File: src/rtl/chdr_stream_monitor_pkg.sv
// Shared types for the CHDR/CVITA stream monitor: header layout, lane FSM states,
// readback field map and the payload statistics record.
package chdr_mon_pkg;

  localparam int DATA_W = 64;

  typedef enum logic [1:0] {
    PKT_DATA = 2'd0,
    PKT_FC   = 2'd1,
    PKT_CMD  = 2'd2,
    PKT_RESP = 2'd3
  } cvita_pkt_type_t;

  typedef struct packed {
    cvita_pkt_type_t pkt_type;
    logic            has_time;
    logic            eob;
    logic [11:0]     seqnum;
    logic [15:0]     length;
    logic [31:0]     sid;
  } chdr_hdr_t;

  typedef enum logic [1:0] {
    S_HDR  = 2'd0,
    S_TIME = 2'd1,
    S_BODY = 2'd2
  } lane_state_t;

  localparam logic [2:0] RB_HDR   = 3'd0;
  localparam logic [2:0] RB_TS    = 3'd1;
  localparam logic [2:0] RB_COUNT = 3'd2;
  localparam logic [2:0] RB_SUM   = 3'd3;
  localparam logic [2:0] RB_MIN   = 3'd4;
  localparam logic [2:0] RB_MAX   = 3'd5;
  localparam logic [2:0] RB_XOR   = 3'd6;
  localparam logic [2:0] RB_CNTS  = 3'd7;

  typedef struct packed {
    logic [31:0]       count;
    logic [DATA_W-1:0] sum;
    logic [DATA_W-1:0] min;
    logic [DATA_W-1:0] max;
    logic [DATA_W-1:0] xsum;
  } chdr_stats_t;

  localparam chdr_stats_t STATS_RST = '{count: 32'd0, sum: 64'd0, min: {64{1'b1}},
                                        max: 64'd0, xsum: 64'd0};

endpackage

File: src/rtl/chdr_stream_monitor_if.sv
// Tapped AXI-Stream bundle for NUM_STREAMS lanes; the monitor only ever listens.
interface chdr_stream_monitor_if #(
  parameter int NUM_STREAMS = 1
);
  logic [64*NUM_STREAMS-1:0] tdata;
  logic [NUM_STREAMS-1:0]    tlast;
  logic [NUM_STREAMS-1:0]    tvalid;
  logic [NUM_STREAMS-1:0]    tready;

  modport master (output tdata, tlast, tvalid, tready);
  modport slave  (input  tdata, tlast, tvalid, tready);
endinterface

File: src/rtl/chdr_stream_monitor_lane.sv
// One monitored lane: packet parse FSM, payload statistics, length/seqnum checks,
// finalized result registers and saturating error counters.
module chdr_stream_monitor_lane
  import chdr_mon_pkg::*;
#(
  parameter bit CHECK_SEQNUM = 1'b1,
  parameter int ERR_CNT_W    = 16
) (
  input  logic              clk,
  input  logic              reset,
  input  logic              clear,
  input  logic              beat,
  input  logic [DATA_W-1:0] tdata,
  input  logic              tlast,
  input  logic [2:0]        rb_addr,
  output logic [63:0]       rb_word,
  output logic              pkt_done,
  output logic              len_err,
  output logic              seq_err
);

  function automatic logic [ERR_CNT_W-1:0] sat_inc(input logic [ERR_CNT_W-1:0] v);
    return (&v) ? v : v + 1'b1;
  endfunction

  lane_state_t       state_p0, state_nxt;
  chdr_hdr_t         hdr_p0, hdr_nxt, res_hdr_p1;
  logic [DATA_W-1:0] ts_p0, ts_nxt, res_ts_p1;
  chdr_stats_t       st_p0, st_nxt, res_st_p1;
  logic [31:0]       beats_p0, beats_nxt;
  logic [11:0]       last_seq;
  logic              seq_valid;
  logic [31:0]       pkt_cnt;
  logic [ERR_CNT_W-1:0] len_cnt, seq_cnt;
  logic [34:0]       bytes, len35;
  logic              len_ok, seq_bad, fin;
  logic [32+2*ERR_CNT_W-1:0] cnt_word;

  // Stage 0: fold the current beat into the in-flight packet
  always_comb begin
    hdr_nxt   = hdr_p0;
    ts_nxt    = ts_p0;
    st_nxt    = st_p0;
    beats_nxt = beats_p0 + 32'd1;
    state_nxt = state_p0;
    case (state_p0)
      S_HDR: begin
        hdr_nxt   = chdr_hdr_t'(tdata);
        ts_nxt    = '0;
        st_nxt    = STATS_RST;
        beats_nxt = 32'd1;
        state_nxt = tlast ? S_HDR : (hdr_nxt.has_time ? S_TIME : S_BODY);
      end
      S_TIME: begin
        ts_nxt    = tdata;
        state_nxt = tlast ? S_HDR : S_BODY;
      end
      default: begin
        st_nxt.count = st_p0.count + 32'd1;
        st_nxt.sum   = st_p0.sum + tdata;
        st_nxt.xsum  = st_p0.xsum ^ tdata;
        st_nxt.min   = (tdata < st_p0.min) ? tdata : st_p0.min;
        st_nxt.max   = (tdata > st_p0.max) ? tdata : st_p0.max;
        state_nxt    = tlast ? S_HDR : S_BODY;
      end
    endcase
  end

  // Length may cover whole words or end 4 bytes into the last word
  assign bytes   = {beats_nxt, 3'b000};
  assign len35   = {19'd0, hdr_nxt.length};
  assign len_ok  = (len35 == bytes) || (len35 == bytes - 35'd4);
  assign seq_bad = CHECK_SEQNUM && seq_valid && (hdr_nxt.seqnum != last_seq + 12'd1);
  assign fin     = beat && tlast;

  always_ff @(posedge clk) begin
    if (beat) begin
      hdr_p0   <= hdr_nxt;
      ts_p0    <= ts_nxt;
      st_p0    <= st_nxt;
      beats_p0 <= beats_nxt;
    end
  end

  // Stage 1: finalized results, pulses and counters
  always_ff @(posedge clk) begin
    if (reset) begin
      state_p0   <= S_HDR;
      res_hdr_p1 <= '0;
      res_ts_p1  <= '0;
      res_st_p1  <= '0;
      last_seq   <= '0;
      seq_valid  <= 1'b0;
      pkt_cnt    <= '0;
      len_cnt    <= '0;
      seq_cnt    <= '0;
      pkt_done   <= 1'b0;
      len_err    <= 1'b0;
      seq_err    <= 1'b0;
    end else begin
      pkt_done <= fin;
      len_err  <= fin && !len_ok;
      seq_err  <= fin && seq_bad;
      if (beat) state_p0 <= state_nxt;
      if (fin) begin
        res_hdr_p1 <= hdr_nxt;
        res_ts_p1  <= ts_nxt;
        res_st_p1  <= st_nxt;
        last_seq   <= hdr_nxt.seqnum;
        seq_valid  <= 1'b1;
        pkt_cnt    <= pkt_cnt + 32'd1;
        if (!len_ok) len_cnt <= sat_inc(len_cnt);
        if (seq_bad) seq_cnt <= sat_inc(seq_cnt);
      end
      if (clear) begin
        pkt_cnt   <= '0;
        len_cnt   <= '0;
        seq_cnt   <= '0;
        seq_valid <= 1'b0;
      end
    end
  end

  assign cnt_word = {pkt_cnt, seq_cnt, len_cnt};

  always_comb begin
    rb_word = '0;
    case (rb_addr)
      RB_HDR:   rb_word = res_hdr_p1;
      RB_TS:    rb_word = res_ts_p1;
      RB_COUNT: rb_word = {32'd0, res_st_p1.count};
      RB_SUM:   rb_word = res_st_p1.sum;
      RB_MIN:   rb_word = res_st_p1.min;
      RB_MAX:   rb_word = res_st_p1.max;
      RB_XOR:   rb_word = res_st_p1.xsum;
      default:  rb_word = 64'(cnt_word);
    endcase
  end

endmodule

File: src/rtl/chdr_stream_monitor.sv
// Passive CHDR packet monitor: one lane per tapped stream plus a registered
// readback mux selecting stream and field.
module chdr_stream_monitor
  import chdr_mon_pkg::*;
#(
  parameter int NUM_STREAMS  = 1,
  parameter bit CHECK_SEQNUM = 1'b1,
  parameter int ERR_CNT_W    = 16,
  localparam int SEL_W       = (NUM_STREAMS > 1) ? $clog2(NUM_STREAMS) : 1
) (
  input  logic                   clk,
  input  logic                   reset,
  input  logic                   i_clear,
  chdr_stream_monitor_if.slave   tap,
  input  logic [SEL_W-1:0]       i_rb_sel,
  input  logic [2:0]             i_rb_addr,
  output logic [63:0]            o_rb_data,
  output logic [NUM_STREAMS-1:0] o_pkt_done,
  output logic [NUM_STREAMS-1:0] o_len_err,
  output logic [NUM_STREAMS-1:0] o_seq_err
);

  // Padded to the full select range so unused selects read back as zero
  logic [63:0] rb_word [2**SEL_W];

  for (genvar s = 0; s < 2**SEL_W; s++) begin : g_lane
    if (s < NUM_STREAMS) begin : g_used
      chdr_stream_monitor_lane #(
        .CHECK_SEQNUM (CHECK_SEQNUM),
        .ERR_CNT_W    (ERR_CNT_W)
      ) u_lane (
        .clk      (clk),
        .reset    (reset),
        .clear    (i_clear),
        .beat     (tap.tvalid[s] & tap.tready[s]),
        .tdata    (tap.tdata[64*s +: 64]),
        .tlast    (tap.tlast[s]),
        .rb_addr  (i_rb_addr),
        .rb_word  (rb_word[s]),
        .pkt_done (o_pkt_done[s]),
        .len_err  (o_len_err[s]),
        .seq_err  (o_seq_err[s])
      );
    end else begin : g_pad
      assign rb_word[s] = '0;
    end
  end

  always_ff @(posedge clk) begin
    if (reset) o_rb_data <= '0;
    else       o_rb_data <= rb_word[i_rb_sel];
  end

endmodule

File: src/flat_wrapper.sv
// flat-port wrapper written by rule: the top's interface ports become plain ports
module chdr_stream_monitor_flat import chdr_mon_pkg::*;
#(
  parameter int NUM_STREAMS  = 1,
  parameter bit CHECK_SEQNUM = 1'b1,
  parameter int ERR_CNT_W    = 16,
  localparam int SEL_W       = (NUM_STREAMS > 1) ? $clog2(NUM_STREAMS) : 1
)
  (clk, reset, i_clear, i_rb_sel, i_rb_addr, o_rb_data, o_pkt_done, o_len_err, o_seq_err, tap_tdata, tap_tlast, tap_tvalid, tap_tready);
  chdr_stream_monitor_if #(.NUM_STREAMS(NUM_STREAMS)) tap_i ();
  input  logic clk;
  input  logic reset;
  input  logic i_clear;
  input  logic [SEL_W-1:0] i_rb_sel;
  input  logic [2:0] i_rb_addr;
  output logic [63:0] o_rb_data;
  output logic [NUM_STREAMS-1:0] o_pkt_done;
  output logic [NUM_STREAMS-1:0] o_len_err;
  output logic [NUM_STREAMS-1:0] o_seq_err;
  input wire logic [$bits(tap_i.tdata)-1:0] tap_tdata;
  input wire logic [$bits(tap_i.tlast)-1:0] tap_tlast;
  input wire logic [$bits(tap_i.tvalid)-1:0] tap_tvalid;
  input wire logic [$bits(tap_i.tready)-1:0] tap_tready;
  assign tap_i.tdata = tap_tdata;
  assign tap_i.tlast = tap_tlast;
  assign tap_i.tvalid = tap_tvalid;
  assign tap_i.tready = tap_tready;
  chdr_stream_monitor #(.NUM_STREAMS(NUM_STREAMS), .CHECK_SEQNUM(CHECK_SEQNUM), .ERR_CNT_W(ERR_CNT_W)) u_core (.clk(clk), .reset(reset), .i_clear(i_clear), .tap(tap_i), .i_rb_sel(i_rb_sel), .i_rb_addr(i_rb_addr), .o_rb_data(o_rb_data), .o_pkt_done(o_pkt_done), .o_len_err(o_len_err), .o_seq_err(o_seq_err));
endmodule
File: config.mk
export PLATFORM = sky130hd
export DESIGN_NAME = chdr_stream_monitor_flat
export DESIGN_NICKNAME = d
export VERILOG_FILES = /design/src/rtl/chdr_stream_monitor_pkg.sv /design/src/rtl/chdr_stream_monitor_if.sv /design/src/rtl/chdr_stream_monitor_lane.sv /design/src/rtl/chdr_stream_monitor.sv /design/src/flat_wrapper.sv
export SDC_FILE = /design/constraint.sdc
export NUM_CORES = 2
export LEC_CHECK = 0
export CAP_MARGIN = 40
export CORE_ASPECT_RATIO = 1.4
export CORE_MARGIN = 10
export CORE_UTILIZATION = 25
export CTS_CLUSTER_SIZE = 40
export DETAILED_ROUTE_END_ITERATION = 10
export GPL_TIMING_DRIVEN = 0
export PLACE_DENSITY = 0.48
export REMOVE_ABC_BUFFERS = 1
export SYNTH_ARGS = -nofsm -noshare
export SYNTH_HDL_FRONTEND = slang
export SYNTH_HIERARCHICAL = 1
export SYNTH_SLANG_ARGS = --single-unit
File: constraint.sdc
create_clock -name clk -period 22.1 [get_ports clk]
set_input_delay 4.42 -clock clk [delete_from_list [all_inputs] [get_ports clk]]
set_output_delay 4.42 -clock clk [all_outputs]
set_load 0.01 [all_outputs]
==> results_dict.tcl <==
set metrics [dict create \
    outcome "finished, final reports clean" \
    path_common_cell "sky130_fd_sc_hd__buf_12" \
    post_cts_setup_buffer_count 0 \
    layout.cells.most_common "sky130_fd_sc_hd__nand2_1" \
    cts_h_tree_lvls 3 \
    hp-class "flop to flop" \
    post_drt_wl_per_cell_um 22.51 \
    synth_edf_count 448 \
    ir_drop_mv 0.05727 \
    io-pin-count 141 \
    dp.cells 8455 \
    cts_sinks 998 \
    cap_violations 0 \
    layout.cells.most_common_list "953 x sky130_fd_sc_hd__nand2_1, 548 x sky130_fd_sc_hd__dfxtp_1, 448 x sky130_fd_sc_hd__edfxtp_1, 430 x sky130_fd_sc_hd__o21ai_0, 417 x sky130_fd_sc_hd__nor2_1" \
    drt_wl_total_mm 195.1 \
    synth.top_cell.area_share_pct 25.57 \
    avgSynthCellArea_um2 9.040 \
    vias_in_the_first_global_route 43540 \
    nFillCells 22060 \
    worst-slew-pin-transition_ns 0.9133 \
    design.final.nets 6025 \
    layout.area.seq_mm2 0.02447 \
    cp.arrival_ns 9.72 \
    cts_tree "built" \
    power_leakage_nw 22.66 \
    finalWorstPathRequiredPeriod_ns 9.106 \
    syn_to_final_growth_pct 17.57 \
    synth_async_sr_flop_share_pct 0 \
    finalWeightedCongestion 0.8527 \
    synthesis.instances 5819 \
    synth-seq-cells 998 \
    timing.final.max_slew_violations 0 \
    synth_largest_area_cell "sky130_fd_sc_hd__edfxtp_1" \
    die_area_mm2 0.2294 \
    critical_path.slowest_cell "sky130_fd_sc_hd__a41oi_1" \
    layout-drive-gt1-share_pct 7.354 \
    postRouteAntennaNets 0 \
    grt_antenna_before_repair 24 \
    setup_viol 0 \
    synth.yosys.seq_area_share_pct 46.50 \
    worstPathMaxFanout 50 \
    syn_area_mm2 0.05260 \
    routed-via-count 44540 \
    rsz0062_at_grt "false" \
    synth_area_leaders "sky130_fd_sc_hd__edfxtp_1 26%, sky130_fd_sc_hd__dfxtp_1 21%, sky130_fd_sc_hd__nand2_1 6.8%" \
    clk_pin_slew_ns 0.06 \
    remaining_drc_errors 0 \
    final_critical_path_setup_slack_ns 12.99 \
    drtIter0Drc 3291 \
    vias_per_cell 5.140 \
    die_height_um 562.8 \
    floorplan.rows 199 \
    area_of_the_multi_input_gates_mm2 0.02578 \
    cts_root_buffer "sky130_fd_sc_hd__clkbuf_16" \
    die_w_um 407.7 \
    critical_path.endpoint_type "flop" \
    hold_slack_ns 0.4529 \
    non_filler_instances 8665 \
    setup.worst_path.class "input port to flop" \
    max_stage_delay_ns 0.75 \
    report.final.hold_viol_count 0 \
    clock_tree.buffer_depth 3 \
    power_per_cell_area_mw_per_mm2 74.47 \
    postCtsHoldBufs 0 \
    pin_count_of_the_biggest_net_entering_global_routing 113 \
    start_util_pct 25.09 \
    grt_remaining_overflow 0 \
    dpl.hpwl_mm 129.9 \
    grt_util_all_layers_pct 16.25 \
    max_freq_mhz 109.8 \
    grt_pass1_wl_mm 289.4 \
    worst_skew_pair.late_latency_ns 0.76 \
    final_min_period_over_clock_period_pct 41.20 \
    postSynth.topFlopCell "sky130_fd_sc_hd__dfxtp_1" \
    io_buffer_count 140 \
    design.core.area_mm2 0.2096 \
    finalClockSkew_ns 0.03964 \
    yosys.cell_types.count 92 \
    critPathLaunchType "input port" \
    tritoncts.num_buffers 109 \
    crit_chain "clkdlybuf4s50_1 > and2_4 > buf_12 > buf_16 > buf_16 > and2_4 > buf_12 > buf_12 > o211ai_1 > a41oi_1 > and4_1 > and3_1 > nand3_1 > xor2_1 > nor2_1" \
    post_cts.resized_instances 0 \
    pre_cts_setup_slack_ns 12.25 \
    fin_total_pwr_mw 4.605 \
    worst_ep_required_time_ns 22.71 \
    detail_route.first_pass.iterations 5 \
    ys.warnings.count 6 \
    slew_headroom_pct 38.99 \
]
[power by group]
group          leakage [nW]  internal [mW]  switching [mW]
logic                  12.2          0.210           0.382
clock network          1.86           1.14           0.832
registers              8.65           2.00          0.0378
total                  22.7           3.35            1.25
[flip-flops by register name, indices dropped and copies added (netlist names)]
signal and cells:
u_core/g_lane.g_used.u_lane/pkt_cnt 32, u_core/g_lane.g_used.u_lane/len_cnt 16, u_core/g_lane.g_used.u_lane/seq_cnt 16, u_core/g_lane.g_used.u_lane/last_seq 12, u_core/g_lane.g_used.u_lane/seq_err 1, u_core/g_lane.g_used.u_lane/state_p0 2
u_core/g_lane.g_used.u_lane/res_ts_p1 64, u_core/o_rb_data 64, u_core/g_lane.g_used.u_lane/len_err 1, u_core/g_lane.g_used.u_lane/seq_valid 1, u_core/g_lane.g_used.u_lane/res_hdr_p1 52, u_core/g_lane.g_used.u_lane/hdr_p0 64
u_core/g_lane.g_used.u_lane/st_p0 288, u_core/g_lane.g_used.u_lane/res_st_p1 288, u_core/g_lane.g_used.u_lane/pkt_done 1, u_core/g_lane.g_used.u_lane/ts_p0 64, u_core/g_lane.g_used.u_lane/beats_p0 32
[routing by layer]
layer	GRT usage, %	up-vias	wire length, um
li1	-	20870	-
met1	20.28	22030	83610
met2	28.02	1295	94190
met3	2.288	322	9606
met4	6.628	12	7587
met5	0	-	94
[through the flow]
step / instance area [um2] / TNS (ns) / utilization, %
6_report: 61850 / 0 / 29.50
5_1_grt: 61840 / 0 / 29.50
4_1_cts: 61840 / 0 / 29.50
3_5_place_dp: 58040 / 0 / 27.69
3_3_place_gp: 55800 / - / 26.62
2_1_floorplan: 50880 / -2717.16 / -
[layout make-up]
| cell class | instances | share of cell area, % |
|---|---|---|
| Antenna cell | 4 | 0.01618 |
| Clock buffer | 156 | 5.076 |
| Clock inverter | 50 | 1.056 |
| Inverter | 207 | 1.277 |
| Multi-Input combinational cell | 4201 | 41.68 |
| Sequential cell | 998 | 39.56 |
| Tap cell | 2814 | 5.693 |
| Timing Repair Buffer | 235 | 5.642 |
[cells in the mapped netlist (all sizes together) (83+ instances only)]
cell type,n
ha,198
xnor2,145
dfxtp,550
a22o,85
clkbuf,340
nand2,959
inv,207
and3,110
o21ai,436
a21o,105
nor2,424
a31oi,117
nor3,108
a21oi,398
a211oi,99
xor2,83
nand3,200
edfxtp,448
[final timing paths]
kind / start / end / slack (ns) / cells past startpoint
setup / recovery: tap_tvalid / u_core/g_lane[0].g_used.u_lane/seq_cnt[13] / 12.99 / 15
hold / removal: u_core/g_lane[0].g_used.u_lane/res_st_p1[40] / u_core/g_lane[0].g_used.u_lane/res_st_p1[40] / 0.45 / 2
setup reg to reg: u_core/g_lane[0].g_used.u_lane/state_p0[1] / u_core/g_lane[0].g_used.u_lane/seq_cnt[13] / 16.11 / 15
hold reg to reg: u_core/g_lane[0].g_used.u_lane/res_st_p1[40] / u_core/g_lane[0].g_used.u_lane/res_st_p1[40] / 0.45 / 2
[logic make-up (layout without fill, tap and decap cells)]
| logic type | Yosys count | in the layout | synth area share [%] |
|---|---|---|---|
| and+or+nand+nor | 2092 | 2092 | 18.58 |
| AOI/OAI and AO/OA | 1582 | 1582 | 19.14 |
| DFF | 998 | 998 | 46.50 |
| buffers and inverters | 620 | 648 | 4.755 |
| xor gates and xnor gates | 235 | 235 | 4.096 |
| adders and majority gates | 199 | 199 | 4.748 |
| muxes | 93 | 93 | 2.179 |
| other | 0 | 4 | 0 |
[worst max-delay path, delay by kind of cell]
| kind | cells | cell delay [ns] |
|---|---|---|
| AND/OR/NAND/NOR | 6 | 1.92 |
| XOR/XNOR | 1 | 0.15 |
| AO/OA/AOI/OAI | 2 | 1.15 |
| buffers and inverters | 6 | 1.88 |
(Power assumes the default switching activity.)
